File: config.mk
export PLATFORM = sky130hd
export DESIGN_NAME = posit_add_arbiter
export DESIGN_NICKNAME = d
export VERILOG_FILES = /design/src/rtl/posit_add_arbiter.sv
export SDC_FILE = /design/constraint.sdc
export NUM_CORES = 1
export LEC_CHECK = 0
export CORE_AREA = 2 2 156 158
export CTS_CLUSTER_SIZE = 40
export DETAILED_ROUTE_END_ITERATION = 10
export DIE_AREA = 0 0 158 160
export PLACE_DENSITY = 0.67
export SLEW_MARGIN = 20
export SYNTH_ARGS = -nofsm -noshare
export SYNTH_HDL_FRONTEND = slang
export SYNTH_SLANG_ARGS = --single-unit
File: constraint.sdc
create_clock -name aclk -period 12.3 [get_ports aclk]
set_input_delay 1.845 -clock aclk [delete_from_list [all_inputs] [get_ports aclk]]
set_output_delay 1.845 -clock aclk [all_outputs]
set_load 0.1 [all_outputs]
File: src/rtl/posit_add_arbiter.sv
// Round-robin arbiter that shares one pipelined, in-order posit adder between
// NREQ requesters and routes results back by tag. Optional counters: POSIT_ADD_ARBITER_STATS_EN.
module posit_add_arbiter #(
  parameter int N     = 32,
  parameter int NREQ  = 4,
  parameter int DEPTH = 8
) (
  input  logic              aclk,
  input  logic              aresetn,
  input  logic [NREQ-1:0]   req_valid,
  output logic [NREQ-1:0]   req_ready,
  input  logic [NREQ*N-1:0] req_in1,
  input  logic [NREQ*N-1:0] req_in2,
  output logic [N-1:0]      add_in1,
  output logic [N-1:0]      add_in2,
  output logic              add_start,
  input  logic [N-1:0]      add_result,
  input  logic              add_inf,
  input  logic              add_zero,
  input  logic              add_done,
  output logic [NREQ-1:0]   res_valid,
  output logic [N-1:0]      res_data,
  output logic              res_inf,
  output logic              res_zero,
  output logic              busy,
  output logic              err_underflow
`ifdef POSIT_ADD_ARBITER_STATS_EN
  ,
  output logic [31:0]       stat_issued,
  output logic [31:0]       stat_stall
`endif
);

  localparam int TW = (NREQ > 1) ? $clog2(NREQ) : 1;
  localparam int AW = (DEPTH > 1) ? $clog2(DEPTH) : 1;
  localparam int CW = $clog2(DEPTH + 1);

  logic [TW-1:0]   rr_ptr;
  logic [TW-1:0]   grant_idx;
  logic [NREQ-1:0] grant;
  logic            grant_any;
  logic [TW-1:0]   cand;

  logic [TW-1:0]   tag_mem [DEPTH];
  logic [AW-1:0]   wr_ptr;
  logic [AW-1:0]   rd_ptr;
  logic [CW-1:0]   count;
  logic            fifo_full;
  logic            pop;
  logic            push;
  logic            blocked;

  // Stage p0: combinational round-robin search starting just after the last winner
  always_comb begin
    grant     = '0;
    grant_idx = rr_ptr;
    grant_any = 1'b0;
    cand      = '0;
    for (int k = 1; k <= NREQ; k++) begin
      cand = TW'((int'(rr_ptr) + k) % NREQ);
      if (!grant_any && req_valid[cand]) begin
        grant_any       = 1'b1;
        grant_idx       = cand;
        grant[cand]     = 1'b1;
      end
    end
  end

  assign pop       = add_done && (count != '0);
  assign fifo_full = (count == CW'(DEPTH));
  // A full FIFO still accepts an issue in the cycle it retires the head tag.
  assign blocked   = fifo_full && !pop;
  assign req_ready = (!aresetn || blocked) ? '0 : grant;
  assign push      = |(req_valid & req_ready);
  assign busy      = (count != '0) | add_start;

  // Stage p1: issue registers, tag FIFO control and result return
  always_ff @(posedge aclk or negedge aresetn) begin
    if (!aresetn) begin
      rr_ptr        <= TW'(NREQ - 1);
      wr_ptr        <= '0;
      rd_ptr        <= '0;
      count         <= '0;
      add_start     <= 1'b0;
      add_in1       <= '0;
      add_in2       <= '0;
      res_valid     <= '0;
      res_data      <= '0;
      res_inf       <= 1'b0;
      res_zero      <= 1'b0;
      err_underflow <= 1'b0;
    end else begin
      add_start <= push;
      if (push) begin
        add_in1 <= req_in1[grant_idx*N +: N];
        add_in2 <= req_in2[grant_idx*N +: N];
        rr_ptr  <= grant_idx;
        wr_ptr  <= wr_ptr + 1'b1;
      end
      if (pop) begin
        rd_ptr   <= rd_ptr + 1'b1;
        res_data <= add_result;
        res_inf  <= add_inf;
        res_zero <= add_zero;
      end
      case ({push, pop})
        2'b10:   count <= count + 1'b1;
        2'b01:   count <= count - 1'b1;
        default: count <= count;
      endcase
      res_valid <= pop ? (NREQ'(1) << tag_mem[rd_ptr]) : '0;
      if (add_done && (count == '0)) err_underflow <= 1'b1;
    end
  end

  always_ff @(posedge aclk) begin
    if (push) tag_mem[wr_ptr] <= grant_idx;
  end

`ifdef POSIT_ADD_ARBITER_STATS_EN
  always_ff @(posedge aclk or negedge aresetn) begin
    if (!aresetn) begin
      stat_issued <= '0;
      stat_stall  <= '0;
    end else begin
      if (push) stat_issued <= stat_issued + 32'd1;
      if (|req_valid && !push) stat_stall <= stat_stall + 32'd1;
    end
  end
`endif

endmodule

==> run metrics, run 1 <==
status finished, final reports clean; GR Util met1 23.37%; initial antenna violation count 1; grt peak-use layer met2; endpoints failing setup 0; I/O pin cnt 406; placed cells 1239; slew margin rel. 27.59%; R2R Path End add_in2[20]$_DFFE_PN0P_; Num CTS Buffers 17; Yosys reg bits 132; sequential-to-total area share from yosys stat 46.45%; worst reg2reg path depth 10; Clock transition at path regs 0.06 ns; endpoints failing hold 0; Starting Density 30.60%; Hold-fix buffers, CTS 0; H-tree levels 4; Max clock buf depth 2; Yosys warning count 0; Crit path buffers/inverters 2; Vias/cell 4.812; cell area after synthesis 7288 sq um; clk_lat worst skew 0.41 ns; # clock sinks 132; post-synth cell types 48; DR iter-0 viols 367; CTS resizes 0; Crit path largest cell delay 1.16 ns; number of cells on the critical path 6; postcts setup bufs 0; Avg WL per Cell 19.01 um; Die X-Extent 158 um; Critical path origin req_valid[0]; Critical Path End req_ready[1]; Final GP Congestion 0.9230; CTS tree built; Setup Skew 0.007439 ns; core area 23820 sq um; root buffer selected by CTS clkbuf_16; port bufs 405; drt drc 0; hold depth 1; cell with the most instances after synthesis nand2_1; worst-path cell chain clkdlybuf4s50_1, or3b_2, a2111oi_4, o21ai_0, a31oi_1, clkdlybuf4s50_1; r2r setup slk 7.63 ns; Vias 6130; post-route ant nets 0; Synth area leaders dfrtp_1 39%, mux4_2 22%, mux2_2 9.1%; Avg Cell Area, Syn 13.42 sq um; Rows 57; Die ar. 25280 sq um; Slew Limit Fails 0; fin nets 1245; setup TNS 0 ns; list of most frequent post-synthesis cells 117 x nand2_1, 114 x dfrtp_1, 70 x mux4_2; RR Startpoint rr_ptr[0]$_DFFE_PN1P_; Max-Cap Viols 0; largest net degree at the start of global routing 74; critical path's slowest cell clkdlybuf4s50_1; Worst EP required 10.45 ns; worst-path maximum fanout 13; Die Ht 160 um; worst slew pin tran 1.083 ns; vias in the first global route 6221; critical path capture point type output port; global-route wire length before repair 36240 um; Fmax 146.3 MHz; Post-Route Utilization 51.40%; syn_nets 854; Synth area leader dfrtp_1; met2 Use GR 32.61%; Post-Syn Instances 543; met3 GRT Util 5.834%; Initial DRT Pass Iterations 4; share of the synthesized area in the top cell type 39.14%; Arr. time, crit path 4.99 ns; kind of critical path input port to output port; HPWL after detailed placement 18850 um; Post-Layout Cell Count 1274; RSZ-0062 raised after global routing false; proportion of layout cells with a drive suffix above 1 19.11%; asr flop ratio synth 87.88%; Post-synth EDFFs 16; Hold WS 0.4654 ns; Final Cycle Share 55.58%; Hold Crit Class register to register; crit path time final 6.836 ns; Top FF cell, synth dfrtp_1; overall routing resource usage 19.07%; Total Wirelength 24220 um; synth-to-layout area growth 68.00%; global route overflow 0; CP delay by family, top buffers and inverters; startpoint types input port; CP dominant cell by count clkdlybuf4s50_1
[metal layers]
metal / wire length [um] / part of all wire [%]
met4: 281 / 1.2
met2: 12260 / 51
met1: 9636 / 40
met5: 0 / 0
met3: 2045 / 8.4
[metrics by stage]
step	cell area [sq um]	worst slack [ns]
floorplan	7288	5.938
global placement	11620	5.559
detailed placement	11620	5.488
CTS	12240	5.488
global route	12240	5.320
finish	12240	5.464
[placed cells by master, fill, tap and decap left out, types with 3 or more instances in the layout]
| master | instances |
|---|---|
| nand2_1 | 117 |
| edfxtp_1 | 16 |
| mux2_1 | 8 |
| clkinv_4 | 3 |
| mux2i_1 | 9 |
| inv_1 | 10 |
| mux4_2 | 70 |
| a31oi_1 | 11 |
| nor4b_1 | 3 |
| or3b_2 | 4 |
| nor4_1 | 3 |
| clkdlybuf4s50_1 | 404 |
| nor2_1 | 4 |
| diode_2 | 3 |
| o21ai_0 | 8 |
| nand2b_1 | 4 |
| buf_4 | 9 |
| and2_1 | 3 |
| clkbuf_16 | 18 |
| mux2_2 | 59 |
| xnor2_1 | 6 |
| dfrtp_1 | 114 |
| ha_1 | 13 |
| nand4_1 | 4 |
[worst register-to-register path, cell delays in order, from the launching register on]
cell,delay (ns)
dfstp_2,0.80
inv_1,0.24
ha_1,0.63
mux4_2,0.41
and2_1,0.18
a31oi_1,0.22
a31oi_1,0.21
nor4_4,0.37
buf_4,0.43
buf_4,0.59
mux2_2,0.48
[how the worst min path moves through the flow]
stage                                    startpoint                   endpoint  slack [ns]
final                     err_underflow$_DFFE_PN0P_  err_underflow$_DFFE_PN0P_        0.47
after global routing      err_underflow$_DFFE_PN0P_  err_underflow$_DFFE_PN0P_        0.48
after CTS                 err_underflow$_DFFE_PN0P_  err_underflow$_DFFE_PN0P_        0.47
after detailed placement  err_underflow$_DFFE_PN0P_  err_underflow$_DFFE_PN0P_        0.45
after global placement    err_underflow$_DFFE_PN0P_  err_underflow$_DFFE_PN0P_        0.44
after floorplan                count[3]$_DFFE_PN0P_       count[3]$_DFFE_PN0P_        0.48
[sequential cells by signal, indices dropped and copies added, names as in the netlist]
register       cells
res_data          32
res_inf            1
rr_ptr             2
add_in2           32
res_valid          4
wr_ptr             3
tag_mem           16
count              4
rd_ptr             3
err_underflow      1
add_in1           32
res_zero           1
add_start          1
[area by class of cell]
type	count	area [sq um]
multi-input cells	360	3677
clock inverters	12	141.4
flip-flops and latches	132	3386
repair buffers	413	4111
inverters	10	37.54
clock buffers	20	478.0
diodes	3	7.507
fillers	2137	11580
well taps	324	405.4
[cell families after synthesis]
kind of cell,share of synthesized area [%]
AND/OR/NAND/NOR,9.923
multiplexers,33.36
flip-flops,46.45
buffers and inverters,3.416
AO/OA/AOI/OAI,3.382
adder cells (fa/ha/maj),2.507
XOR/XNOR,0.9614
Power of run 1 is left out: the tool's default activity adds up to more than one toggle a clock period on the data nets, which glitch-free logic cannot reach.
==> run 2: changes to the inputs <==
Settings changed: CORE_AREA 2 2 156 158 to 2 2 159 161, DIE_AREA 0 0 158 160 to 0 0 161 163.
Clock period 12.3 ns to 6 ns, I/O delays scaled along.
==> run 2 against run 1 <==
- cell count is 0.16% higher
- register-to-register slack got worse by 6.0 ns
- critical endpoint is now add_in2[4]$_DFFE_PN0P_
- worst hold slack lost 0.0049 ns
- largest cell class unchanged
==> run metrics, run 2 (synthesis gave the netlist of run 1 again) <==
critical path capture point type register (was output port); core area 24670 sq um (was 23820 sq um); setup TNS 0 ns (unchanged); initial antenna violation count 3 (was 1); Clock transition at path regs 0.06 ns (about the same); postcts setup bufs 0 (unchanged); DR iter-0 viols 282 (was 367); startpoint types register (was input port); I/O pin cnt 406 (unchanged); CP dominant cell by count a31oi_1 (was clkdlybuf4s50_1); overall routing resource usage 18.61% (was 19.07%); vias in the first global route 6249 (was 6221); endpoints failing hold 0 (unchanged); proportion of layout cells with a drive suffix above 1 19.26% (was 19.11%); Die X-Extent 161 um (was 158 um); hold depth 1 (unchanged); CTS tree built (unchanged); wl on met1 9905 um (was 9636 um); Vias 6107 (was 6130); worst-path maximum fanout 77 (was 13); worst slew pin tran 1.131 ns (was 1.083 ns); synth-to-layout area growth 67.55% (was 68.00%); slew margin rel. 24.39% (was 27.59%); clk_lat worst skew 0.41 ns (about the same); post-route ant nets 0 (unchanged); kind of critical path register to register (was input port to output port); H-tree levels 4 (unchanged); r2r setup slk 1.60 ns (was 7.63 ns); placed cells 1243 (was 1239); most frequent cells in the layout 400 x clkdlybuf4s50_1, 117 x nand2_1, 114 x dfrtp_1 (was 404 x clkdlybuf4s50_1, 117 x nand2_1, 114 x dfrtp_1); Hold Crit Class register to register (unchanged); met2 routed WL 12280 um (was 12260 um); RSZ-0062 raised after global routing false (unchanged); worst-path cell chain inv_1, ha_1, mux4_2, and2_1, a31oi_1, a31oi_1, nor4_4, buf_4, mux2_2 (was clkdlybuf4s50_1, or3b_2, a2111oi_4, o21ai_0, a31oi_1, clkdlybuf4s50_1); Max clock buf depth 2 (unchanged); fin nets 1243 (was 1245); number of cells on the critical path 9 (was 6); Num CTS Buffers 17 (unchanged); Setup Skew 0.009620 ns (was 0.007439 ns); Die ar. 26240 sq um (was 25280 sq um); hold path start err_underflow$_DFFE_PN0P_ (unchanged); Die Ht 163 um (was 160 um); Starting Density 29.54% (was 30.60%); Arr. time, crit path 4.70 ns (was 4.99 ns); critical path's slowest cell dfstp_2 (was clkdlybuf4s50_1); endpoints failing setup 0 (unchanged); Rows 58 (was 57); Slew Limit Fails 0 (unchanged); crit path time final 4.402 ns; CTS resizes 0 (unchanged); worst reg2reg path depth 9 (was 10); drt drc 0 (unchanged); # clock sinks 132 (unchanged); root buffer selected by CTS clkbuf_16 (unchanged); RR Startpoint rr_ptr[0]$_DFFE_PN1P_ (unchanged); Initial DRT Pass Iterations 6 (was 4); Crit path buffers/inverters 2 (unchanged); Vias/cell 4.786 (was 4.812); Hold Path End err_underflow$_DFFE_PN0P_ (unchanged); Avg WL per Cell 19.26 um (was 19.01 um); global route overflow 0 (unchanged); status finished, final reports clean (unchanged); DR WL met3 1905 um (was 2045 um); R2R Path End add_in2[4]$_DFFE_PN0P_ (was add_in2[20]$_DFFE_PN0P_); largest net degree at the start of global routing 78 (was 74); Hold-fix buffers, CTS 0 (unchanged); highest metal used met5 (was met4); Final Cycle Share 73.37%; Max-Cap Viols 0 (unchanged); port bufs 405 (unchanged); Fmax 227.1 MHz; HPWL after detailed placement 18750 um (was 18850 um); Regs by FF count add_in1: 32 flops, add_in2: 32 flops, res_data: 32 flops (unchanged); Total Wirelength 24570 um (was 24220 um); Crit path largest cell delay 0.79 ns (was 1.16 ns); Final GP Congestion 0.8215 (was 0.9230); global-route wire length before repair 36830 um (was 36240 um); CP delay by family, top buffers and inverters (unchanged); Worst EP required 6.29 ns (was 10.45 ns); commonest non-fill, non-tap cell in the layout clkdlybuf4s50_1 (unchanged); Post-Layout Cell Count 1276 (was 1274)
==> run 2: area by class of cell <==
class / instances / area (sq um)
flip-flops and latches: 132 / 3386
multi-input cells: 360 / 3677
inverters: 10 / 37.54
fillers: 2215 / 12460
clock inverters: 13 / 142.6
repair buffers: 411 / 4099
well taps: 330 / 412.9
clock buffers: 19 / 454.2
diodes: 1 / 2.502
==> run 2: worst reg2reg max path, stage by stage, from the launching register on <==
cell and delay, ns:
dfstp_2 0.79, inv_1 0.23, ha_1 0.64, mux4_2 0.40, and2_1 0.17, a31oi_1 0.20, a31oi_1 0.20, nor4_4 0.32
buf_4 0.79, mux2_2 0.55
==> run 2: worst max path at each step <==
stage | from | end | slack [ns]
finish | rr_ptr[0]$_DFFE_PN1P_ | add_in2[4]$_DFFE_PN0P_ | 1.60
CTS | rr_ptr[0]$_DFFE_PN1P_ | tag_mem[4][0]$_DFFE_PP_ | 1.60
global placement | req_valid[2] | add_in1[1]$_DFFE_PN0P_ | 1.59
global route | rr_ptr[0]$_DFFE_PN1P_ | add_in2[30]$_DFFE_PN0P_ | 1.24
floorplan | rr_ptr[0]$_DFFE_PN1P_ | req_ready[1] | 1.18
detailed placement | req_valid[0] | tag_mem[1][1]$_DFFE_PP_ | 1.47
==> run 2: stage by stage <==
step	setup WS, ns	hold WS, ns	area (sq um)	util (%)
3_5_place_dp	1.468	0.4505	11610	47.06
4_1_cts	1.598	0.4631	12210	49.48
2_1_floorplan	1.182	0.4795	7288	-
3_3_place_gp	1.588	0.4395	11610	47.06
5_1_grt	1.241	0.4740	12210	49.49
6_report	1.598	0.4605	12210	49.49
==> run 2: metal layers <==
| layer | vias to the layer above | GRT usage, % |
|---|---|---|
| met5 | - | 0 |
| met4 | 4 | 5.925 |
| met3 | 30 | 5.297 |
| met2 | 289 | 31.06 |
| met1 | 2995 | 23.48 |
| li1 | 2789 | - |
Power of run 2 is left out for the same reason.
